### src/rtl/cpu_pkg.sv
// rtl/cpu_pkg.sv - Shared opcode map, default program image and load FSM encodings.
package cpu_pkg;

  localparam logic [3:0] OP_NOP    = 4'h0;
  localparam logic [3:0] OP_LD_A   = 4'h1;
  localparam logic [3:0] OP_LD_B   = 4'h2;
  localparam logic [3:0] OP_OR_A_B = 4'h3;
  localparam logic [3:0] OP_SHL_A  = 4'h4;
  localparam logic [3:0] OP_INC_A  = 4'h5;
  localparam logic [3:0] OP_OUT_A  = 4'h6;
  localparam logic [3:0] OP_JMP    = 4'h7;

  typedef struct packed {
    logic [3:0] opcode;
    logic [3:0] arg;
  } word_t;

  // Word 0 is the rightmost element.
  localparam word_t [7:0] DEFAULT_PROGRAM = {
    {OP_NOP,    4'h0},
    {OP_JMP,    4'h3},
    {OP_OUT_A,  4'h0},
    {OP_INC_A,  4'h0},
    {OP_SHL_A,  4'h0},
    {OP_OR_A_B, 4'h0},
    {OP_LD_B,   4'h4},
    {OP_LD_A,   4'h2}
  };

  localparam logic [1:0] ST_RUN       = 2'd0;
  localparam logic [1:0] ST_LOAD_OP   = 2'd1;
  localparam logic [1:0] ST_LOAD_ARG  = 2'd2;
  localparam logic [1:0] ST_LOAD_DONE = 2'd3;

  function automatic word_t default_word(input int idx);
    if (idx >= 0 && idx < 8) begin
      return DEFAULT_PROGRAM[idx[2:0]];
    end
    return '0;
  endfunction

endpackage

### src/rtl/program_store_if.sv
// rtl/program_store_if.sv - CPU fetch bus: pc in, opcode/arg/cpu_hold out.
interface program_store_if #(
  parameter int ADDR_BITS = 3,
  parameter int NIBBLE    = 4
);
  logic [ADDR_BITS-1:0] pc;
  logic [NIBBLE-1:0]    opcode;
  logic [NIBBLE-1:0]    arg;
  logic                 cpu_hold;

  modport master (output pc, input opcode, input arg, input cpu_hold);
  modport slave  (input pc, output opcode, output arg, output cpu_hold);
endinterface

### src/rtl/program_store.sv
// rtl/program_store.sv - Register-file program store with front-panel nibble load mode.
module program_store
  import cpu_pkg::*;
#(
  parameter int ADDR_BITS = 3,
  parameter int NIBBLE    = 4
) (
  input  logic                 clk,
  input  logic                 reset_n,
  program_store_if.slave       fetch,
  input  logic                 mode_load,
  input  logic                 enter,
  input  logic [NIBBLE-1:0]    data_sw,
  output logic [ADDR_BITS-1:0] load_addr,
  output logic                 load_phase,
  output logic [NIBBLE-1:0]    echo,
  output logic                 loaded
);

  localparam int DEPTH = 2 ** ADDR_BITS;
  localparam logic [ADDR_BITS-1:0] LAST_ADDR = '1;
  localparam logic [ADDR_BITS-1:0] ADDR_ONE  = ADDR_BITS'(1);

  logic [NIBBLE-1:0] mem_op  [DEPTH];
  logic [NIBBLE-1:0] mem_arg [DEPTH];
  logic [1:0]        state;
  logic              enter_q;
  logic              enter_rise;

  // A held button only acts on its first cycle.
  assign enter_rise = enter & ~enter_q;

  assign fetch.opcode   = mem_op[fetch.pc];
  assign fetch.arg      = mem_arg[fetch.pc];
  assign fetch.cpu_hold = (state != ST_RUN);
  assign echo           = load_phase ? mem_arg[load_addr] : mem_op[load_addr];

  always_ff @(posedge clk or negedge reset_n) begin
    if (!reset_n) begin
      state      <= ST_RUN;
      load_addr  <= '0;
      load_phase <= 1'b0;
      loaded     <= 1'b0;
      enter_q    <= 1'b0;
      for (int i = 0; i < DEPTH; i++) begin
        mem_op[i]  <= NIBBLE'(default_word(i).opcode);
        mem_arg[i] <= NIBBLE'(default_word(i).arg);
      end
    end else begin
      enter_q <= enter;
      case (state)
        ST_RUN: begin
          if (mode_load) begin
            state      <= ST_LOAD_OP;
            load_addr  <= '0;
            load_phase <= 1'b0;
            loaded     <= 1'b0;
          end
        end
        ST_LOAD_OP: begin
          // Leaving load mode outranks a simultaneous button edge.
          if (!mode_load) begin
            state <= ST_RUN;
          end else if (enter_rise) begin
            mem_op[load_addr] <= data_sw;
            state             <= ST_LOAD_ARG;
            load_phase        <= 1'b1;
          end
        end
        ST_LOAD_ARG: begin
          if (!mode_load) begin
            state <= ST_RUN;
          end else if (enter_rise) begin
            mem_arg[load_addr] <= data_sw;
            if (load_addr == LAST_ADDR) begin
              state  <= ST_LOAD_DONE;
              loaded <= 1'b1;
            end else begin
              load_addr  <= load_addr + ADDR_ONE;
              load_phase <= 1'b0;
              state      <= ST_LOAD_OP;
            end
          end
        end
        ST_LOAD_DONE: begin
          if (!mode_load) begin
            state <= ST_RUN;
          end
        end
        default: state <= ST_RUN;
      endcase
    end
  end

endmodule

### src/flat_wrapper.sv
// flat-port wrapper written by rule: the top's interface ports become plain ports
module program_store_flat import cpu_pkg::*;
#(
  parameter int ADDR_BITS = 3,
  parameter int NIBBLE    = 4
)
  (clk, reset_n, mode_load, enter, data_sw, load_addr, load_phase, echo, loaded, fetch_pc, fetch_opcode, fetch_arg, fetch_cpu_hold);
  program_store_if #(.ADDR_BITS(ADDR_BITS), .NIBBLE(NIBBLE)) fetch_i ();
  input  logic clk;
  input  logic reset_n;
  input  logic mode_load;
  input  logic enter;
  input  logic [NIBBLE-1:0] data_sw;
  output logic [ADDR_BITS-1:0] load_addr;
  output logic load_phase;
  output logic [NIBBLE-1:0] echo;
  output logic loaded;
  input wire logic [$bits(fetch_i.pc)-1:0] fetch_pc;
  output wire logic [$bits(fetch_i.opcode)-1:0] fetch_opcode;
  output wire logic [$bits(fetch_i.arg)-1:0] fetch_arg;
  output wire logic [$bits(fetch_i.cpu_hold)-1:0] fetch_cpu_hold;
  assign fetch_i.pc = fetch_pc;
  assign fetch_opcode = fetch_i.opcode;
  assign fetch_arg = fetch_i.arg;
  assign fetch_cpu_hold = fetch_i.cpu_hold;
  program_store #(.ADDR_BITS(ADDR_BITS), .NIBBLE(NIBBLE)) u_core (.clk(clk), .reset_n(reset_n), .fetch(fetch_i), .mode_load(mode_load), .enter(enter), .data_sw(data_sw), .load_addr(load_addr), .load_phase(load_phase), .echo(echo), .loaded(loaded));
endmodule
### config.mk
export PLATFORM = sky130hd
export DESIGN_NAME = program_store_flat
export DESIGN_NICKNAME = d
export VERILOG_FILES = /design/src/rtl/cpu_pkg.sv /design/src/rtl/program_store_if.sv /design/src/rtl/program_store.sv /design/src/flat_wrapper.sv
export SDC_FILE = /design/constraint.sdc
export NUM_CORES = 1
export LEC_CHECK = 0
export CAP_MARGIN = 5
export CORE_MARGIN = 2
export CORE_UTILIZATION = 66
export CTS_BUF_LIST = sky130_fd_sc_hd__clkbuf_4
export DETAILED_ROUTE_END_ITERATION = 10
export PLACE_DENSITY = 0.92
export RECOVER_POWER = 50
export SLEW_MARGIN = 10
export SYNTH_ARGS = -nofsm -noshare
export SYNTH_HDL_FRONTEND = slang
export SYNTH_SLANG_ARGS = --single-unit
### constraint.sdc
create_clock -name clk -period 5.58 [get_ports clk]
set_clock_uncertainty 0.1 [all_clocks]
set_input_delay 1.116 -clock clk [delete_from_list [all_inputs] [get_ports clk]]
set_output_delay 1.116 -clock clk [all_outputs]
set_load 0.05 [all_outputs]
==> metrics <==
outcome finished, violations left; violated checks max-capacitance violations, max-slew violations; Fin Setup TNS 0 ns; gp weighted congestion 0.818; Tmin final ~4.7 ns; Reg2Reg Depth 4; Final HPWL DP slightly above 6000 um; Leakage 1.89 nW; Die H approximately 82 um; Pins Over Slew Limit 73; worst r2r src u_core.load_addr[1]; RSZ-0062 raised after global routing no; Synth Instances about 280; Yosys warning total 0; CP max FO 23; crit end category output port; Worst Path Arrival 3.52 ns; PostCTS Resize Cnt 0; CTS tree yes; depth of the CTS H-tree 3; HP Class flop to flop; nature of the critical path startpoint flop; core area 5890 um2; Synth area leader dfrtp_1; Reg2Reg Setup Slack roughly 2.7 ns; Layout Nets ~320; top-count cell post-synth mux2_2; Detail Route Antenna Nets 0; vias between 2000 and 3000; number of setup violations in the final report 0; Min-Delay Startpoint u_core.mem_arg[21]; area share of the largest cell type after synthesis 35.2%; list of most frequent post-synthesis cells 77 x mux2_2, 56 x dfrtp_1, 26 x mux4_2, 16 x dfstp_2, 11 x nand2_1; first-pass GRT wire length around 14000 um; critical path's top delay family flip-flops; Data required, critical path about 4.4 ns; ratio of cells with drive above 1 in the final layout a little under half; pre-CTS setup slack a little over 0.9 ns; FMAX between 0.2 and 0.25 GHz; Avg Inst Size Synth about 14 um2; Pwr Density about 250 nW/um2; ys flop type dfrtp_1; CP Class flop to output port; fin crit share 84.9%; ranking of synthesized cells by area dfrtp_1 35%, mux2_2 22%, mux4_2 15%; DIE AREA around 6700 um2; die width around 80 um; P&R area growth vs syn 11.1%; drt first pass iters 5; Critical Path Max Stage Delay between 1 and 1.5 ns; postcts setup bufs 0; hold buffer count at cts 0; IO Count 29; # rows 28; Num CTS Buffers 9; Max Cap Viol 1; Hold Vio Cnt, Final 0; post-synthesis cell type count 43; Starting Density around 68%; total global-route track usage between 20 and 30%; Async S/R FF share, synth between 90% and 100%; initial antenna violation count 0; CTS max path bufs 2; remaining design rule violation count 0; drt wl/cell between 20 and 25 um; Num Clock Sinks between 70 and 80; WL final between 9000 and 10000 um; critical-path cell list nand2_1 -> o21ai_0 -> o22ai_1 -> a221oi_1 -> clkdlybuf4s50_1; vias in the first global route about 2700; PnR worst setup slack around 0.84 ns; Worst IR Drop VDD 0.222 mV; R2R Path End u_core.mem_arg[7]; Syn Nets approximately 290; CP max stage cell dfrtp_1; gr ovfl total 0; Syn Std Cell Area between 3000 and 4000 um2; Worst Hold Depth 1; Buf+Inv Stages, Crit Path 1; Synth Register Bits approximately 70; largest net degree at the start of global routing 73; Worst-path clk slew 0.12 ns; Port Buf Inserts 28; worst-margin pin slew 3.71 ns; Slew HR -148%; sequential area share after synthesis about 46%; hold endpoint u_core.mem_arg[21]; EDFF count, synth 0; Ant. Diodes 0; Clock Tree Root clkbuf_4; vias per inst 6.84; Skew-Pair Late Insertion Delay 0.43 ns; DR iter-0 viols approximately 360
==> cells by family after synthesis <==
| family | count (synthesis) | synth area share, % |
|---|---|---|
| compound gates | 26 | 4.65 |
| fa+ha+maj | 2 | 0.629 |
| buf+inv | 22 | 2.86 |
| flops | 72 | 45.8 |
| mux | 109 | 38.0 |
| simple gates | 48 | 8.05 |
==> worst max path at each step <==
stage / from / end / slack, ns / cells past startpoint
6_report: u_core.load_addr[0] / echo[0] / 0.84 / 5
5_1_grt: reset_n / u_core.mem_arg[20] / 0.54 / 2
4_1_cts: u_core.load_addr[0] / echo[0] / 0.84 / 5
3_5_place_dp: fetch_pc[0] / fetch_arg[3] / 0.93 / 5
3_3_place_gp: fetch_pc[0] / fetch_arg[3] / 0.92 / 5
2_1_floorplan: u_core.load_addr[0] / echo[0] / 1.53 / 7
==> registers in the layout, summed over array words and instances (netlist names) <==
signal             cells
u_core.enter_q         1
u_core.loaded          1
u_core.state           2
u_core.mem_arg        32
u_core.mem_op         32
u_core.load_phase      1
u_core.load_addr       3
==> layer usage <==
layer | vias up | GRT usage, % | wire length (um)
met2 | 137 | 47.7 | 4640
met3 | 20 | 6.15 | 604
met4 | 0 | 14.8 | 223
met5 | - | 0 | 0
met1 | 1346 | 39.3 | 3540
li1 | 1136 | - | -
==> placed cells by master (no fill, tap or decap), types with 4 or more instances in the layout <==
master	Yosys	routed
nand2_1	11	11
nor2_1	9	10
mux4_2	26	26
clkbuf_4	0	9
dfrtp_1	56	56
buf_4	0	5
clkdlybuf4s50_1	0	26
mux2_2	77	77
dfstp_2	16	16
nor3_1	3	4
a21oi_1	6	6
mux2i_1	6	6
a22o_1	4	4
==> cell type report <==
class                      instances  area, um2
multi-input combinational        185       2020
sequential                        72       1820
fill                             336       1460
timing repair buffer              35        320
tap                               75       93.8
clock inverter                     7       86.3
clock buffer                       9       67.6
inverter                           3       11.3
==> report_power, final <==
group          total (W)  switching (W)  internal (W)  leakage, nW
registers       0.000559      0.0000186      0.000541        0.935
clock network   0.000365       0.000187      0.000178       0.0831
logic           0.000185       0.000107     0.0000773        0.869
total            0.00111       0.000313      0.000796         1.89
==> metrics by stage <==
stage	util (%)	hold WS, ns	instance area [um2]	cells	total power, W
floorplan	-	0.389	3980	279	0.000686
global placement	73.0	0.403	4300	370	0.000748
finish	75.1	0.447	4420	386	0.00111
detailed placement	73.0	0.420	4300	370	0.000753
global route	75.1	0.467	4420	386	0.00115
CTS	75.6	0.446	4450	386	0.00111
No activity file was read; power rests on OpenSTA's default activity.
